[config.mk]
export PLATFORM = sky130hd
export DESIGN_NAME = button_debouncer
export DESIGN_NICKNAME = d
export VERILOG_FILES = /design/src/rtl/button_debouncer_pkg.sv /design/src/rtl/button_debouncer_sync_2ff.sv /design/src/rtl/button_debouncer.sv
export SDC_FILE = /design/constraint.sdc
export NUM_CORES = 1
export LEC_CHECK = 0
export CAP_MARGIN = 20
export CORE_MARGIN = 10
export CORE_UTILIZATION = 49
export DETAILED_ROUTE_END_ITERATION = 12
export PLACE_DENSITY = 0.75
export SLEW_MARGIN = 20
export SYNTH_ARGS = -nofsm -noshare
export SYNTH_HDL_FRONTEND = slang
export SYNTH_SLANG_ARGS = --single-unit
export TNS_END_PERCENT = 20
[constraint.sdc]
create_clock -name clock -period 2.8 [get_ports clock]
set_input_delay 0.42 -clock clock [delete_from_list [all_inputs] [get_ports clock]]
set_output_delay 0.42 -clock clock [all_outputs]
set_load 0.01 [all_outputs]
[src/rtl/button_debouncer_pkg.sv]
// Shared definitions for the push-button debouncer: FSM encodings and default sizing,
// kept here so the bench and the LED show top level agree on the same values.
package button_debouncer_pkg;

  typedef enum logic [1:0] {
    IDLE_LOW  = 2'd0,
    WAIT_HIGH = 2'd1,
    IDLE_HIGH = 2'd2,
    WAIT_LOW  = 2'd3
  } deb_state_t;

  localparam int DEBOUNCE_CYCLES_DEFAULT = 16;
  localparam int COUNT_WIDTH_DEFAULT     = 8;

endpackage

[src/rtl/button_debouncer_sync_2ff.sv]
// Single-bit two-flop synchroniser for asynchronous pin inputs; clears to 0 on reset.
module sync_2ff (
  input  logic clk,
  input  logic rst_n,
  input  logic d,
  output logic q
);

  logic meta;

  always_ff @(posedge clk or negedge rst_n) begin
    if (!rst_n) begin
      meta <= 1'b0;
      q    <= 1'b0;
    end else begin
      meta <= d;
      q    <= meta;
    end
  end

endmodule

[src/rtl/button_debouncer.sv]
// Debounces a raw push-button pin into a clean level, one-cycle press/release strobes
// and a wrapping count of accepted presses.
//
// state     | meaning
// IDLE_LOW  | accepted level 0, synchronised input agrees
// WAIT_HIGH | input went high, counting consecutive high samples
// IDLE_HIGH | accepted level 1, synchronised input agrees
// WAIT_LOW  | input went low, counting consecutive low samples
module button_debouncer
  import button_debouncer_pkg::*;
#(
  parameter int DEBOUNCE_CYCLES = DEBOUNCE_CYCLES_DEFAULT,
  parameter int COUNT_WIDTH     = COUNT_WIDTH_DEFAULT
) (
  input  logic                   clock,
  input  logic                   resetN,
  input  logic                   pushButtonRaw,
  output logic                   pushButton,
  output logic                   pressPulse,
  output logic                   releasePulse,
  output logic [COUNT_WIDTH-1:0] pressCount
);

  localparam int CW = $clog2(DEBOUNCE_CYCLES);
  localparam logic [CW-1:0] CNT_LAST = CW'(DEBOUNCE_CYCLES - 1);

  logic                   s2;
  deb_state_t             state, state_nxt;
  logic [CW-1:0]          cnt, cnt_nxt;
  logic                   level_nxt, press_nxt, release_nxt;
  logic [COUNT_WIDTH-1:0] count_nxt;

  sync_2ff u_sync (
    .clk   (clock),
    .rst_n (resetN),
    .d     (pushButtonRaw),
    .q     (s2)
  );

  always_ff @(posedge clock or negedge resetN) begin
    if (!resetN) begin
      state        <= IDLE_LOW;
      cnt          <= '0;
      pushButton   <= 1'b0;
      pressPulse   <= 1'b0;
      releasePulse <= 1'b0;
      pressCount   <= '0;
    end else begin
      state        <= state_nxt;
      cnt          <= cnt_nxt;
      pushButton   <= level_nxt;
      pressPulse   <= press_nxt;
      releasePulse <= release_nxt;
      pressCount   <= count_nxt;
    end
  end

  // A WAIT state needs DEBOUNCE_CYCLES agreeing samples; the entry sample counts as the first.
  always_comb begin
    state_nxt   = state;
    cnt_nxt     = cnt;
    level_nxt   = pushButton;
    press_nxt   = 1'b0;
    release_nxt = 1'b0;
    count_nxt   = pressCount;
    case (state)
      IDLE_LOW: begin
        if (s2) begin
          state_nxt = WAIT_HIGH;
          cnt_nxt   = CW'(1);
        end else begin
          cnt_nxt = '0;
        end
      end
      WAIT_HIGH: begin
        if (!s2) begin
          state_nxt = IDLE_LOW;
          cnt_nxt   = '0;
        end else if (cnt == CNT_LAST) begin
          state_nxt = IDLE_HIGH;
          cnt_nxt   = '0;
          level_nxt = 1'b1;
          press_nxt = 1'b1;
          count_nxt = pressCount + COUNT_WIDTH'(1);
        end else begin
          cnt_nxt = cnt + CW'(1);
        end
      end
      IDLE_HIGH: begin
        if (!s2) begin
          state_nxt = WAIT_LOW;
          cnt_nxt   = CW'(1);
        end else begin
          cnt_nxt = '0;
        end
      end
      WAIT_LOW: begin
        if (s2) begin
          state_nxt = IDLE_HIGH;
          cnt_nxt   = '0;
        end else if (cnt == CNT_LAST) begin
          state_nxt   = IDLE_LOW;
          cnt_nxt     = '0;
          level_nxt   = 1'b0;
          release_nxt = 1'b1;
        end else begin
          cnt_nxt = cnt + CW'(1);
        end
      end
      default: begin
        state_nxt = IDLE_LOW;
        cnt_nxt   = '0;
      end
    endcase
  end

endmodule

==> flow_metrics.env <==
export IMPL_outcome="finished clean"
export IMPL_dieArea_mm2=0.00368
export IMPL_fillers=130
export IMPL_grtUsageTotal_pct=8.36
export IMPL_setup_viol=0
export IMPL_avgSynthCellArea_um2=12.1
export IMPL_vias=509
export IMPL_drt_iter0_drc=7
export IMPL_drt_wirelength_per_cell_um=14.0
export IMPL_syn_inst=67
export IMPL_cap_violations=0
export IMPL_path_max_fanout=5
export IMPL_postCtsSetupBuffers=0
export IMPL_yosysTopAreaCell="dfrtp_1"
export IMPL_crit_chain="clkdlybuf4s50_1"
export IMPL_max_slew_margin_pct=45.1
export IMPL_p_leak_nw=0.466
export IMPL_seq_area_frac_synth_pct=58.7
export IMPL_synth_edf_count=0
export IMPL_cts_made_buffers=3
export IMPL_clock_latency_ns=0.30
export IMPL_synth_top_cell_area_share_pct=58.7
export IMPL_ys_top_cells_by_area="dfrtp_1, xor2_1, ha_1"
export IMPL_fin_crit_sh_pct=61.7
export IMPL_ys_flop_type="dfrtp_1"
export IMPL_syn_nets=72
export IMPL_yosysMostFrequentCell="dfrtp_1"
export IMPL_power_total_uw=459
export IMPL_initial_core_util_pct=52.5
export IMPL_hold_viol_final=0
export IMPL_io_buffers=13
export IMPL_cp_arrival_ns=1.31
export IMPL_postCtsHoldBufs=0
export IMPL_drtAntennaViolNets=0
export IMPL_worstMarginPinSlew_ns=0.821
export IMPL_die_x_um=60.6
export IMPL_rows=14
export IMPL_drc_errors=0
export IMPL_area_delta_synth_final_pct=21.6
export IMPL_startpoint_type="flip-flop"
export IMPL_yosys_warnings=0
export IMPL_pin_count=14
export IMPL_drive_gt1_share_pct=10.8
export IMPL_antenna_found_initial=0
export IMPL_critPathRequiredTime_ns=2.38
export IMPL_place_gp_congestion=0.759
export IMPL_fin_tns_setup_ns=0
export IMPL_worstSetupPathType="reg2out"
export IMPL_htree_levels=1
export IMPL_drv_slew=0
export IMPL_synth_common_cells="dfrtp_1, xor2_1, nand2_1, nor3_1"
export IMPL_max_vdd_ir_drop_mv=0.366
export IMPL_root_buffer="clkbuf_4"
export IMPL_grt_pass1_wl_um=2280
export IMPL_clock_sinks=19
export IMPL_cts_resized=0
export IMPL_hold_class="reg2reg"
export IMPL_clock_path_buffers=2
export IMPL_wl_um=1380
export IMPL_cp_slowest_cell="clkdlybuf4s50_1"
export IMPL_vias_per_cell=5.14
export IMPL_critPathBufInv=1
export IMPL_grt_pass1_vias=532
export IMPL_coreArea_mm2=0.00154
export IMPL_finClkSkew_ns=0.0110
export IMPL_drt_pass1_iterations=4
export IMPL_crit_family="buffers and inverters"
export IMPL_ys_async_sr_fraction_pct=100
export IMPL_layout_nets=89
export IMPL_fin_crit_ns=1.73
export IMPL_synth_distinct_cells=22
export IMPL_clock_fmax_mhz=579
export IMPL_max_stage_delay_ns=0.58
export IMPL_pwr_density_cell_mw_per_mm2=466
export IMPL_synth_ff_latch_count=19
export IMPL_cts_tree="built"
export IMPL_hpwlAfterDp_um=1060
export IMPL_overflow=0
export IMPL_grt_max_degree=20
export IMPL_antenna_cells=0
export IMPL_dieHeight_um=60.6
export IMPL_synth_area_um2=810
export IMPL_clk_pin_slew_worst_paths_ns=0.12
export IMPL_critPathCaptureType="output pin"
export IMPL_rsz0062_at_grt="false"
[kinds of logic after synthesis]
family          after synthesis  synth area share, %
compound gates                6                 3.71
xor+xnor                     10                 10.8
fa+ha+maj                     2                 3.09
buf+inv                       4                 2.01
flops                        19                 58.7
mux                           1                 1.39
simple gates                 25                 20.2
[through the flow]
stage	hold slack, ns	cells	worst slack [ns]	area (µm²)	utilization, %
3_3_place_gp	0.341	95	1.31	955	61.9
3_5_place_dp	0.342	95	1.24	955	61.9
6_report	0.367	99	1.07	985	63.9
2_1_floorplan	0.124	67	1.38	810	-
4_1_cts	0.371	99	1.06	985	63.9
5_1_grt	0.375	99	1.01	985	63.9
[state kept, by name (all words and copies together), names as in the netlist, named ones only]
signal,flops
releasePulse,1
u_sync.q,1
pushButton,1
pressCount,8
pressPulse,1
cnt,4
state,1
u_sync.meta,1
[placed cells by master (no fill, tap or decap)]
cell type	count
a21oi_1	3
and3_1	1
nand2b_1	1
mux2_2	1
clkbuf_4	3
ha_1	2
nand4_1	1
clkinvlp_4	1
nand4_4	1
nor2_2	1
and4_1	1
inv_1	3
nor4_2	2
dfrtp_1	19
nor2_1	2
o21ai_0	3
nand3b_1	2
nand2_1	6
clkdlybuf4s50_1	13
nor3_1	5
nand3_1	1
xnor2_1	2
xor2_1	8
nand4b_1	1
[per-layer routing]
layer	vias to the layer above	track usage, %	share of wire [%]	wire length, µm
li1	259	-	-	-
met3	2	2.92	7.7	106
met4	0	6.27	0.94	13
met2	10	11.2	46	630
met1	238	10.7	46	632
met5	-	0	0	0
[final cells by class]
| cell class | instances | area [µm²] | share of cell area (%) |
|---|---|---|---|
| Clock buffer | 3 | 22.5 | 2.29 |
| Clock inverter | 1 | 7.51 | 0.762 |
| Inverter | 3 | 11.3 | 1.14 |
| Multi-Input combinational cell | 44 | 318 | 32.3 |
| Sequential cell | 19 | 475 | 48.3 |
| Tap cell | 16 | 20.0 | 2.03 |
| Timing Repair Buffer | 13 | 130 | 13.2 |
[power by group]
part           total (mW)  switching (mW)  internal [mW]
Clock               0.142          0.0879         0.0544
Combinational      0.0279          0.0146         0.0133
Sequential          0.289         0.00693          0.282
Total               0.459           0.109          0.349
[final timing paths]
kind | slack, ns | cells after the start | endpoint | from
min reg2reg | 0.37 | 0 | u_sync.q$_DFF_PN0_ | u_sync.meta$_DFF_PN0_
min | 0.37 | 0 | u_sync.q$_DFF_PN0_ | u_sync.meta$_DFF_PN0_
max | 1.07 | 1 | pressCount[0] | pressCount[0]$_DFFE_PN0P_
max in group asynchronous | 1.71 | 1 | pressCount[7]$_DFFE_PN0P_ | resetN
min in group asynchronous | 0.57 | 1 | cnt[3]$_DFF_PN0_ | resetN
max reg2reg | 1.23 | 4 | pressCount[1]$_DFFE_PN0P_ | cnt[0]$_DFF_PN0_
(Power assumes the default switching activity.)
